File: src/rtl/pipeline_ctrl_pkg.sv
// Shared types and constants for the rv32i pipeline stall/flush sequencer.
package pipeline_ctrl_pkg;

    localparam int unsigned TIMEOUT_DEFAULT = 1024;

    localparam logic [1:0] StRun       = 2'd0;
    localparam logic [1:0] StFreeze    = 2'd1;
    localparam logic [1:0] StFlushPend = 2'd2;

    typedef struct packed {
        logic load_pc;
        logic load_ifid;
        logic load_idex;
        logic load_exmem;
        logic load_memwb;
        logic flush_ifid;
        logic flush_idex;
        logic flush_exmem;
        logic pc_redirect;
    } stage_ctrl_t;

    localparam stage_ctrl_t CtrlIdle   = '0;
    localparam stage_ctrl_t CtrlNormal = '{1'b1, 1'b1, 1'b1, 1'b1, 1'b1,
                                           1'b0, 1'b0, 1'b0, 1'b0};
    localparam stage_ctrl_t CtrlFlush  = '{1'b1, 1'b1, 1'b1, 1'b1, 1'b1,
                                           1'b1, 1'b1, 1'b1, 1'b1};
    // Hold PC and IF/ID, insert a bubble into ID/EX, let the rest drain.
    localparam stage_ctrl_t CtrlBubble = '{1'b0, 1'b0, 1'b1, 1'b1, 1'b1,
                                           1'b0, 1'b1, 1'b0, 1'b0};

endpackage

File: src/rtl/sat_counter.sv
// Saturating up-counter with synchronous active-low reset and clear.
module sat_counter #(
    parameter int unsigned CNT_W = 32
) (
    input  logic             clk,
    input  logic             rst,
    input  logic             clear,
    input  logic             inc,
    output logic [CNT_W-1:0] count
);

    always_ff @(posedge clk) begin
        if (!rst || clear) begin
            count <= '0;
        end else if (inc && (count != '1)) begin
            count <= count + CNT_W'(1);
        end
    end

endmodule

File: src/rtl/pipeline_hazard_ctrl.sv
// Stall/flush sequencer for the 5-stage pipeline: cache freezes, load-use bubbles,
// mispredict flushes, performance counters and a sticky freeze-timeout flag.
module pipeline_hazard_ctrl
    import pipeline_ctrl_pkg::*;
#(
    parameter int unsigned TIMEOUT = TIMEOUT_DEFAULT,
    parameter int unsigned CNT_W   = 32
) (
    input  logic             clk,
    input  logic             rst,
    input  logic             imem_read,
    input  logic             imem_resp,
    input  logic             dmem_req,
    input  logic             dmem_resp,
    input  logic             idex_is_load,
    input  logic [4:0]       idex_rd,
    input  logic [4:0]       ifid_rs1,
    input  logic [4:0]       ifid_rs2,
    input  logic             mispredict,
    output logic             load_pc,
    output logic             load_ifid,
    output logic             load_idex,
    output logic             load_exmem,
    output logic             load_memwb,
    output logic             flush_ifid,
    output logic             flush_idex,
    output logic             flush_exmem,
    output logic             pc_redirect,
    output logic [CNT_W-1:0] stall_cnt,
    output logic [CNT_W-1:0] bubble_cnt,
    output logic [CNT_W-1:0] flush_cnt,
    output logic             hang_err
);

    localparam int unsigned TW = $clog2(TIMEOUT + 1);

    logic [1:0]    state_q, state_d;
    logic [TW-1:0] timer_q, timer_d;
    logic          hang_q, hang_d;
    logic          freeze, lu_hazard;
    logic          stall_inc, bubble_inc, flush_inc;
    stage_ctrl_t   ctrl;

    assign freeze    = (imem_read & ~imem_resp) | (dmem_req & ~dmem_resp);
    assign lu_hazard = idex_is_load & (idex_rd != 5'd0) &
                       ((idex_rd == ifid_rs1) | (idex_rd == ifid_rs2));

    always_comb begin
        ctrl       = CtrlIdle;
        state_d    = state_q;
        stall_inc  = 1'b0;
        bubble_inc = 1'b0;
        flush_inc  = 1'b0;
        if (rst) begin
            stall_inc = (state_q != StRun);
            if (freeze) begin
                // A mispredict seen at any point during a freeze is held until it ends.
                state_d = (mispredict || state_q == StFlushPend) ? StFlushPend : StFreeze;
            end else begin
                state_d = StRun;
                if (mispredict || state_q == StFlushPend) begin
                    ctrl      = CtrlFlush;
                    flush_inc = 1'b1;
                end else if (lu_hazard) begin
                    ctrl       = CtrlBubble;
                    bubble_inc = 1'b1;
                end else begin
                    ctrl = CtrlNormal;
                end
            end
        end
    end

    always_comb begin
        timer_d = '0;
        if (freeze) begin
            timer_d = (timer_q == TW'(TIMEOUT)) ? timer_q : timer_q + TW'(1);
        end
        hang_d = hang_q | (freeze && (timer_q >= TW'(TIMEOUT - 1)));
    end

    always_ff @(posedge clk) begin
        if (!rst) begin
            state_q <= StRun;
            timer_q <= '0;
            hang_q  <= 1'b0;
        end else begin
            state_q <= state_d;
            timer_q <= timer_d;
            hang_q  <= hang_d;
        end
    end

    sat_counter #(.CNT_W(CNT_W)) u_stall_cnt (
        .clk   (clk),
        .rst   (rst),
        .clear (1'b0),
        .inc   (stall_inc),
        .count (stall_cnt)
    );

    sat_counter #(.CNT_W(CNT_W)) u_bubble_cnt (
        .clk   (clk),
        .rst   (rst),
        .clear (1'b0),
        .inc   (bubble_inc),
        .count (bubble_cnt)
    );

    sat_counter #(.CNT_W(CNT_W)) u_flush_cnt (
        .clk   (clk),
        .rst   (rst),
        .clear (1'b0),
        .inc   (flush_inc),
        .count (flush_cnt)
    );

    assign load_pc     = ctrl.load_pc;
    assign load_ifid   = ctrl.load_ifid;
    assign load_idex   = ctrl.load_idex;
    assign load_exmem  = ctrl.load_exmem;
    assign load_memwb  = ctrl.load_memwb;
    assign flush_ifid  = ctrl.flush_ifid;
    assign flush_idex  = ctrl.flush_idex;
    assign flush_exmem = ctrl.flush_exmem;
    assign pc_redirect = ctrl.pc_redirect;
    assign hang_err    = hang_q;

endmodule
File: config.mk
export PLATFORM = sky130hd
export DESIGN_NAME = pipeline_hazard_ctrl
export DESIGN_NICKNAME = d
export VERILOG_FILES = /design/src/rtl/pipeline_ctrl_pkg.sv /design/src/rtl/sat_counter.sv /design/src/rtl/pipeline_hazard_ctrl.sv
export SDC_FILE = /design/constraint.sdc
export NUM_CORES = 1
export LEC_CHECK = 0
export CAP_MARGIN = 20
export CORE_UTILIZATION = 46
export DETAILED_ROUTE_END_ITERATION = 7
export HOLD_SLACK_MARGIN = 0.06
export PLACE_DENSITY = 0.77
export SLEW_MARGIN = 0
export SYNTH_ARGS = -nofsm -noshare
export SYNTH_HDL_FRONTEND = slang
export SYNTH_SLANG_ARGS = --single-unit
File: constraint.sdc
create_clock -name clk -period 2.2 [get_ports clk]
set_input_delay 0.33 -clock clk [delete_from_list [all_inputs] [get_ports clk]]
set_output_delay 0.33 -clock clk [all_outputs]
set_load 0.02 [all_outputs]
==> results.md <==
- Io pins: approximately 130
- Hold_buf cts: 0
- Syn. warnings: 0
- Placed cells: 984
- Outcome: complete, but fails checks
- P_leak: ~2.8 nW
- Clock Sinks: 110
- Final instance area: 7760 sq um
- Slowest-stage cell, CP: or4_4
- Seq/Total Area, Yosys: 0.397
- Unique masters post-synth: 54
- CORE AREA: 11600 sq um
- Clock Latency Late Sink: 0.35 ns
- Detailed Routing Iterations Pass 1: 8
- Ys flop type: dfxtp_1
- Mapped Avg Cell Area: just over 8 sq um
- CTS Buffer Depth: 2
- Maxcap violations: 0
- Failing checks: design-rule violations
- Power, Total: ~3.9 mW
- Via density: approximately 5.6
- Critical path buffers and inverters: 3
- Final setup viols: 0
- Crit path kind: in2out
- Die width: 112 um
- Post-Place Cell Area: about 7400 sq um
- Area Growth Syn to Fin: 39.7%
- Fin crit period: about 2.2 ns
- Largest net degree at the start of global routing: approximately 70
- CTS Buf Count: 9
- H-tree depth: 3
- Antenna Diode Count: 0
- Worst setup EP type: output pin
- Via count: around 5600
- Yosys reg bits: 110
- DRT iter0 DRCs: ~370
- RSZ-0062 raised after global routing: yes
- Grt peak-use layer: met2
- DRC viols: 6
- Cells after Synth: 670
- Final Net Count: a little under 900
- WL final: between 10000 and 15000 um
- CP max stage delay: about 0.52 ns
- Die H: between 100 and 150 um
- RePlAce Congestion: about 0.90
- Worst hold path type: reg2reg
- Worst path most repeated cell: nor2_1
- Worst-path fanout max: 2
- Post-synth ARST share: 0
- Number of port buffers: ~130
- GRT Resource Usage Total: 0.236
- Max_slew headroom: 0.647
- Post-Layout Cell Count: 1003
- DRT antenna net count: 0
- EDFF count, synth: 0
- GR met3 Demand/Resource: 0.0348
- Wire per inst: 14.7 um
- Final worst slack: 0.0442 ns
- Critical path's top delay family: simple AND/OR/NAND/NOR gates
- Achievable Freq: roughly 0.46 GHz
- Peak supply drop: between 0.0003 and 0.0004 V
- Data arrival, critical path: about 1.8 ns
- First-pass GRT wire length: roughly 25000 um
- Crit start category: input port
- Clock skew: ~0.0074 ns
- CP cell instances: dlygate4sd2_1 -> or4_4 -> o21ai_2 -> nand2b_4 -> nor2_1 -> nor2_1 -> buf_4 -> buf_6
- Worst-path clk slew: ~0.07 ns
- Synthesized net count: 698
- Fin crit share: 0.980
- Worst Setup Slack post-DPL: -0.615 ns
- Post-DP HPWL: 10600 um
- Remaining Overflow, GRT: 0
- Site Rows: 39
- Required time of the critical path: around 1.9 ns
- Vias in the first global route: around 5300
- Final-report hold violation count: 0
- Mapped cell area: between 5000 and 6000 sq um
- PwrDens: approximately 500 nW/um^2
- Met1 Use GR: 0.298
- Final Slew Violations: 0
- CTS Root Cell: clkbuf_16
- Layout cells sized above 1: 0.136
- Initial antenna violation count: 0
- Met2 Use GR: 0.403
- CTS tree: yes
- DIE AREA: ~13000 sq um
- Worst-margin pin slew: about 0.53 ns
- Initial Util: 0.478
## cells in the final DEF (no fill, tap or decap), types with 3 or more instances in the layout
cell             instances
and4_1                   8
or4_2                    3
nor2_1                  69
nor4b_1                  3
buf_4                   73
nand2_1                 70
nand2b_1                15
o21a_1                   9
dlygate4sd2_1           11
dfxtp_1                109
and3_1                  13
nor4_1                  10
nand3_1                 43
buf_2                    3
a21oi_1                 32
or3_1                   20
or4_1                    7
xor2_1                  22
xnor2_1                 35
dlymetal6s2s_1           3
o31ai_1                 11
and2_1                   5
ha_1                     4
clkbuf_16                9
inv_1                   11
clkdlybuf4s50_1        110
nand4_1                 41
o21ai_0                 23
mux2i_1                 19
nor3_1                  22
o211ai_1                 3
## registers in the layout, summed over array words and instances, names as in the netlist
name	flops
state_q	2
u_flush_cnt.count	32
hang_err	1
u_stall_cnt.count	32
u_bubble_cnt.count	32
timer_q	11
## Yosys cell counts, drive strengths merged, types with 2 or more instances
master / instances / area [sq um]
and4: 8 / 70.1
xor2: 22 / 193
clkbuf: 15 / 66.3
or4: 12 / 93.8
inv: 12 / 50.1
nand2b: 16 / 100
or3: 21 / 133
nand3: 43 / 215
nor4: 11 / 75.1
or2: 3 / 21.3
nand2: 70 / 263
nor2: 70 / 263
nand4: 42 / 278
dfxtp: 110 / 2200
o211ai: 3 / 22.5
nor4b: 3 / 26.3
xnor2: 36 / 315
o31ai: 11 / 82.6
and3: 14 / 92.6
and2: 5 / 31.3
o21a: 9 / 67.6
ha: 5 / 62.6
mux2i: 19 / 190
nor3: 25 / 135
o21ai: 24 / 120
o41ai: 2 / 17.5
nand4b: 2 / 17.5
buf: 11 / 72.6
a21oi: 34 / 170
## routing by layer
| layer | routed length [um] | part of all wire | vias up |
|---|---|---|---|
| met4 | 338 | 0.023 | 0 |
| met1 | 6480 | 0.44 | 2666 |
| met3 | 737 | 0.050 | 34 |
| li1 | - | - | 2786 |
| met2 | 7160 | 0.49 | 163 |
| met5 | 0 | 0 | - |
## final timing paths
| kind | from | to | slack (ns) | depth (start not counted) |
|---|---|---|---|---|
| worst max-delay path | idex_rd[2] | load_pc | 0.04 | 8 |
| worst min-delay path | hang_err$_SDFF_PN0_ | hang_err$_SDFF_PN0_ | 0.46 | 2 |
| worst max register to register | u_flush_cnt.count[25]$_SDFFE_PN0P_ | u_flush_cnt.count[4]$_SDFFE_PN0P_ | 0.12 | 7 |
| worst min register to register | hang_err$_SDFF_PN0_ | hang_err$_SDFF_PN0_ | 0.46 | 2 |
## through the flow
step | utilization | setup TNS [ns] | hold slack [ns]
4_1_cts | 0.664 | 0 | 0.459
6_report | 0.668 | 0 | 0.463
3_3_place_gp | 0.637 | -11.76 | 0.449
2_1_floorplan | - | 0 | 0.465
3_5_place_dp | 0.637 | -15.53 | 0.455
5_1_grt | 0.668 | -0.0335 | 0.474
## area by class of cell
class	instances	area, sq um
clock buffers	12	246
clock inverters	3	43.8
fillers	955	3860
inverters	12	50.0
multi-input cells	522	3230
flip-flops and latches	110	2200
well taps	143	179
repair buffers	201	1810
## where the power goes
group	switching, mW	internal [mW]	total, mW
clock	0.717	0.912	1.63
combinational	0.132	0.115	0.247
sequential	0.00902	2.00	2.01
total	0.857	3.02	3.88
## tightest hold or removal path, cell delays in order (launching register included)
cell,delay [ns]
dfxtp_1,0.33
nand2_1,0.05
o21ai_0,0.05
## kinds of logic (layout without fill, tap and decap cells)
| group | after synthesis | after routing | synth area share |
|---|---|---|---|
| mux | 20 | 20 | 0.0363 |
| simple gates | 349 | 349 | 0.332 |
| xor+xnor | 58 | 58 | 0.0915 |
| buf+inv | 38 | 228 | 0.0340 |
| compound gates | 90 | 90 | 0.0980 |
| flops | 110 | 110 | 0.397 |
| fa+ha+maj | 5 | 5 | 0.0113 |
## what timing repair did
action,CTS,global route
resized for setup,28,15
gates cloned,0,0
buffers inserted,2,2
pin swaps,4,9
endpoints found under the setup margin,17,16
(Power assumes the default switching activity.)
